## config.mk

```make
export PLATFORM = sky130hd
export DESIGN_NAME = div_result_bcd
export DESIGN_NICKNAME = d
export VERILOG_FILES = /design/src/rtl/div_result_bcd.sv
export SDC_FILE = /design/constraint.sdc
export NUM_CORES = 1
export LEC_CHECK = 0
export BUFFER_PORTS_ARGS = -buffer_cell sky130_fd_sc_hd__buf_4
export CAP_MARGIN = 30
export CELL_PAD_IN_SITES_DETAIL_PLACEMENT = 1
export CELL_PAD_IN_SITES_GLOBAL_PLACEMENT = 2
export CORE_MARGIN = 1.5
export CORE_UTILIZATION = 39
export DETAILED_ROUTE_END_ITERATION = 10
export PLACE_DENSITY = 0.82
export SYNTH_ARGS = -nofsm -noshare
export SYNTH_HDL_FRONTEND = slang
export SYNTH_SLANG_ARGS = --single-unit
export TNS_END_PERCENT = 50
```

## constraint.sdc

```tcl
create_clock -name clk -period 2.1 [get_ports clk]
set_input_delay 0.315 -clock clk [delete_from_list [all_inputs] [get_ports clk]]
set_output_delay 0.315 -clock clk [all_outputs]
set_load 0.1 [all_outputs]
```

## src/rtl/div_result_bcd.sv

```systemverilog
// div_result_bcd: sequential binary-to-BCD converter for the divider result.
// Quotient and remainder are converted in parallel by shift-add-3, one bit
// per clock, and presented as registered BCD digits with sign/error flags.
// Optional build macro: DIV_BCD_LEADING_BLANK_EN (blank leading zero digits).
module div_result_bcd #(
  parameter int WIDTH  = 8,
  parameter int DIGITS = 3
) (
  input  logic                  clk,
  input  logic                  reset,
  input  logic                  start,
  input  logic [WIDTH-1:0]      quotient,
  input  logic [WIDTH-1:0]      remainder,
  input  logic                  negative,
  input  logic                  error,
  output logic                  busy,
  output logic                  done,
  output logic [4*DIGITS-1:0]   bcd_q,
  output logic [4*DIGITS-1:0]   bcd_r,
  output logic                  neg_out,
  output logic                  err_out
);

  localparam int BW = 4 * DIGITS;
  localparam int CW = (WIDTH > 1) ? $clog2(WIDTH) : 1;
  localparam logic [CW-1:0] LAST_CNT = CW'(WIDTH - 1);
  localparam logic [BW-1:0] BLANK = {BW{1'b1}};

  typedef enum logic [1:0] {
    S_IDLE,
    S_SHIFT,
    S_DONE
  } state_t;

  state_t          r_state;
  logic [CW-1:0]   r_cnt;
  logic [WIDTH-1:0] r_bin_q;
  logic [WIDTH-1:0] r_bin_r;
  logic [BW-1:0]   r_acc_q;
  logic [BW-1:0]   r_acc_r;
  logic            r_neg;
  logic            r_err;
  logic            r_done;
  logic [BW-1:0]   r_bcd_q;
  logic [BW-1:0]   r_bcd_r;
  logic            r_neg_out;
  logic            r_err_out;

  logic [BW-1:0]   w_adj_q;
  logic [BW-1:0]   w_adj_r;
  logic [BW-1:0]   w_fin_q;
  logic [BW-1:0]   w_fin_r;

  // Add 3 to every digit >= 5 so the following left shift carries correctly.
  function automatic logic [BW-1:0] f_add3(input logic [BW-1:0] a);
    logic [BW-1:0] v;
    v = a;
    for (int i = 0; i < DIGITS; i++) begin
      if (v[4*i +: 4] >= 4'd5) v[4*i +: 4] = v[4*i +: 4] + 4'd3;
    end
    return v;
  endfunction

`ifdef DIV_BCD_LEADING_BLANK_EN
  // Replace leading zero digits with the blank code; digit 0 always shows.
  function automatic logic [BW-1:0] f_blank(input logic [BW-1:0] a);
    logic [BW-1:0] v;
    logic          lead;
    v    = a;
    lead = 1'b1;
    for (int i = DIGITS - 1; i > 0; i--) begin
      if (lead && (v[4*i +: 4] == 4'd0)) v[4*i +: 4] = 4'hF;
      else lead = 1'b0;
    end
    return v;
  endfunction

  assign w_fin_q = f_blank(r_acc_q);
  assign w_fin_r = f_blank(r_acc_r);
`else
  assign w_fin_q = r_acc_q;
  assign w_fin_r = r_acc_r;
`endif

  assign w_adj_q = f_add3(r_acc_q);
  assign w_adj_r = f_add3(r_acc_r);

  // Conversion FSM with registered result outputs.
  always_ff @(posedge clk or negedge reset) begin
    if (!reset) begin
      r_state   <= S_IDLE;
      r_cnt     <= '0;
      r_bin_q   <= '0;
      r_bin_r   <= '0;
      r_acc_q   <= '0;
      r_acc_r   <= '0;
      r_neg     <= 1'b0;
      r_err     <= 1'b0;
      r_done    <= 1'b0;
      r_bcd_q   <= '0;
      r_bcd_r   <= '0;
      r_neg_out <= 1'b0;
      r_err_out <= 1'b0;
    end else begin
      r_done <= 1'b0;
      case (r_state)
        S_IDLE: begin
          if (start && error) begin
            r_err   <= 1'b1;
            r_state <= S_DONE;
          end else if (start) begin
            r_err   <= 1'b0;
            r_bin_q <= quotient;
            r_bin_r <= remainder;
            r_neg   <= negative;
            r_acc_q <= '0;
            r_acc_r <= '0;
            r_cnt   <= '0;
            r_state <= S_SHIFT;
          end
        end
        S_SHIFT: begin
          r_acc_q <= {w_adj_q[BW-2:0], r_bin_q[WIDTH-1]};
          r_acc_r <= {w_adj_r[BW-2:0], r_bin_r[WIDTH-1]};
          r_bin_q <= r_bin_q << 1;
          r_bin_r <= r_bin_r << 1;
          r_cnt   <= r_cnt + CW'(1);
          if (r_cnt == LAST_CNT) r_state <= S_DONE;
        end
        S_DONE: begin
          r_done <= 1'b1;
          if (r_err) begin
            r_bcd_q   <= BLANK;
            r_bcd_r   <= BLANK;
            r_neg_out <= 1'b0;
            r_err_out <= 1'b1;
          end else begin
            r_bcd_q   <= w_fin_q;
            r_bcd_r   <= w_fin_r;
            r_neg_out <= r_neg;
            r_err_out <= 1'b0;
          end
          r_state <= S_IDLE;
        end
        default: r_state <= S_IDLE;
      endcase
    end
  end

  assign busy    = (r_state != S_IDLE);
  assign done    = r_done;
  assign bcd_q   = r_bcd_q;
  assign bcd_r   = r_bcd_r;
  assign neg_out = r_neg_out;
  assign err_out = r_err_out;

endmodule

```

==> summary.md <==
| Metric | Value |
|---|---|
| Worst Hold Launch | negative |
| EDFF count, synth | 0 |
| Ports | 49 |
| Most area-hungry cell type in the Yosys netlist | dfrtp_1 |
| Grt ovf | 0 |
| Cells after Synth | 357 |
| Die ar. | 0.00985 mm² |
| FF-to-FF path depth | 6 |
| RePlAce Congestion | 0.802 |
| Num CTS Buffers | 9 |
| Register bit count reported by yosys | 74 |
| Final Setup Violations | 0 |
| Worst min path class | input pin to flip-flop |
| Arrival time worst endpoint | 1.31 ns |
| Hold Crit Endpoint | r_neg$_DFFE_PN0P_ |
| Worst hold margin | 0.191 ns |
| Layout cells sized above 1 | 24.1% |
| R2R setup slack | 0.50 ns |
| Largest net degree at the start of global routing | 53 |
| Antenna cells | 0 |
| Antenna-violating nets left | 0 |
| Layout area overhead | 18.6% |
| Clk root buf | clkbuf_8 |
| Critical Path End Type | output pin |
| Most numerous cell in the Yosys netlist | dfrtp_1 |
| CTS tree | yes |
| Worst EP required | 1.78 ns |
| Reg-to-reg startpoint | r_acc_r[4]$_DFFE_PN0P_ |
| Max-slew headroom | 69.0% |
| Initial Util | 40.8% |
| Cell Area, Synth | 0.00361 mm² |
| Clk buf depth | 2 |
| Yosys warns | 0 |
| IO buf count | 48 |
| Detailed placement HPWL | 5240 µm |
| First-pass GRT wire length | 13500 µm |
| Final core occ | 48.4% |
| Skew final | 0.0126 ns |
| Post-place setup slack | 0.512 ns |
| Max_cap viols | 0 |
| Post-synthesis cell type count | 30 |
| Worst reg2reg endpoint | r_acc_r[5]$_DFFE_PN0P_ |
| Drc violations | 0 |
| Top cell type's share of synthesized area | 51.2% |
| Hold Violations, Final | 0 |
| Max-slew violations | 0 |
| Chip height | 99.3 µm |
| Ys async rst share | 100% |
| WP buf/inv | 3 |
| Least-Margin Pin Slew | 0.463 ns |
| Worst-Skew Late Latency | 0.36 ns |
| Most used cell along the critical path | buf_4 |
| Rows | 34 |
| Setup WS post-layout | 0.473 ns |
| Sequential share of the synthesized area | 51.2% |
| Via count | 2604 |
| Syn Area/Cell | 10.1 µm² |
| Vias in the first global route | 2783 |
| Pre-antenna DRT Iters | 4 |
| Peak fanout along the critical path | 9 |
| Reg clk slew, reported paths | 0.07 ns |
| Setup CP Type | flip-flop to output pin |
| RSZ-0062 raised after global routing | no |
| TNS Setup | 0 ns |
| Crit path largest cell delay | 0.37 ns |
| CP cell instances | buf_4, nor2_1, inv_1, buf_4 |
| Critical Path Source Type | flip-flop |
| Slowest CP cell | dfrtp_1 |
| Tmin final | 1.63 ns |
| Syn_nets | 392 |
| Gr usage total | 17.5% |
| Detailed Route Iter0 Violations | 71 |
| Fmax | 0.615 GHz |
| WHS Path Cells | 2 |
| Number of setup buffers added after CTS | 0 |
| Die W | 99.3 µm |
| Final worst-path cycle share | 77.5% |
| Top area cells in the synthesized netlist | dfrtp_1, nand2_1, ha_1, o21ai_0, mux2i_1 |
| Dominant synthesized flop cell | dfrtp_1 |
| Drt wl/cell | 14.8 µm |
| Layout Nets | 440 |
| DR vias/cell | 5.03 |
| Total routed wirelength | 7690 µm |
| Synth cell count leaders | dfrtp_1, nand2_1, o21ai_0, nor2_1, o21ai_1 |
| CTS sink cnt | 74 |
| CP top delay family | buffers and inverters |
| Placeable Area | 0.00885 mm² |
| CTS H-tree lvls | 3 |
| Initial antenna violation count | 0 |
| Outcome | completed |
## cells by family after synthesis
family / Yosys count / synth area share, %
compound gates: 82 / 15.1
xor+xnor: 10 / 2.42
fa+ha+maj: 14 / 4.85
buf+inv: 35 / 5.82
flops: 74 / 51.2
mux: 18 / 5.12
simple gates: 124 / 15.4
## worst reg2reg max path: stages, from the launching register on
cell	delay (ns)
dfrtp_1	0.43
inv_1	0.11
ha_1	0.22
nand2b_1	0.08
a21oi_1	0.40
xnor2_1	0.19
o21ai_2	0.06
## cell usage in the layout (no fill, tap or decap), types with 7 or more instances in the layout
| master | instances |
|---|---|
| nand2_1 | 66 |
| inv_1 | 14 |
| o21ai_1 | 24 |
| buf_4 | 53 |
| nor2_1 | 29 |
| dfrtp_1 | 74 |
| mux2i_1 | 14 |
| o21ai_0 | 31 |
| nand3_1 | 12 |
| nand2b_1 | 7 |
| clkbuf_8 | 10 |
| ha_1 | 14 |
## metal layers
layer | track usage [%] | vias up | part of all wire, %
met2 | 27.9 | 44 | 46
met4 | 7.91 | 0 | 2.0
met5 | 0 | - | 0
met1 | 23.4 | 1257 | 49
met3 | 3.30 | 11 | 3.3
li1 | - | 1292 | -
## sequential cells by signal, summed over array words and instances, names as in the netlist
name / flops
done: 1
r_neg: 1
neg_out: 1
r_bin_q: 8
r_err: 1
err_out: 1
r_cnt: 3
r_bin_r: 8
r_state: 2
r_acc_r: 12
bcd_r: 12
r_acc_q: 12
bcd_q: 12
## worst max-delay path by stage
| stage | from | end | slack [ns] | cells after the start |
|---|---|---|---|---|
| 2_1_floorplan | r_state[1]$_DFFE_PN0P_ | r_neg$_DFFE_PN0P_ | 0.44 | 5 |
| 3_3_place_gp | r_acc_q[4]$_DFFE_PN0P_ | r_acc_q[5]$_DFFE_PN0P_ | 0.61 | 6 |
| 3_5_place_dp | r_acc_r[4]$_DFFE_PN0P_ | r_acc_r[5]$_DFFE_PN0P_ | 0.51 | 6 |
| 4_1_cts | r_state[1]$_DFFE_PN0P_ | busy | 0.45 | 4 |
| 5_1_grt | r_acc_r[4]$_DFFE_PN0P_ | r_acc_r[5]$_DFFE_PN0P_ | 0.38 | 6 |
| 6_report | r_state[1]$_DFFE_PN0P_ | busy | 0.47 | 4 |
## timing repair
item                                   4_1_cts  5_1_grt
endpoints found under the hold margin       28        0
hold buffers                                 1        0
resized for setup                            0        0
## metrics by stage
stage	cells	instance area (µm²)
floorplan	357	3610
global placement	501	4060
detailed placement	501	4060
CTS	518	4280
global route	518	4280
finish	518	4280
## cell type report
type                       instances  area [µm²]
timing repair buffer              57         468
tap                              108         135
clock buffer                      11         141
clock inverter                     5        77.6
inverter                          15        56.3
sequential                        74        1850
fill                            1016        4560
multi-input combinational        248        1550
Power is left out: the tool's default activity adds up to more than one toggle a clock period on the data nets, which glitch-free logic cannot reach.
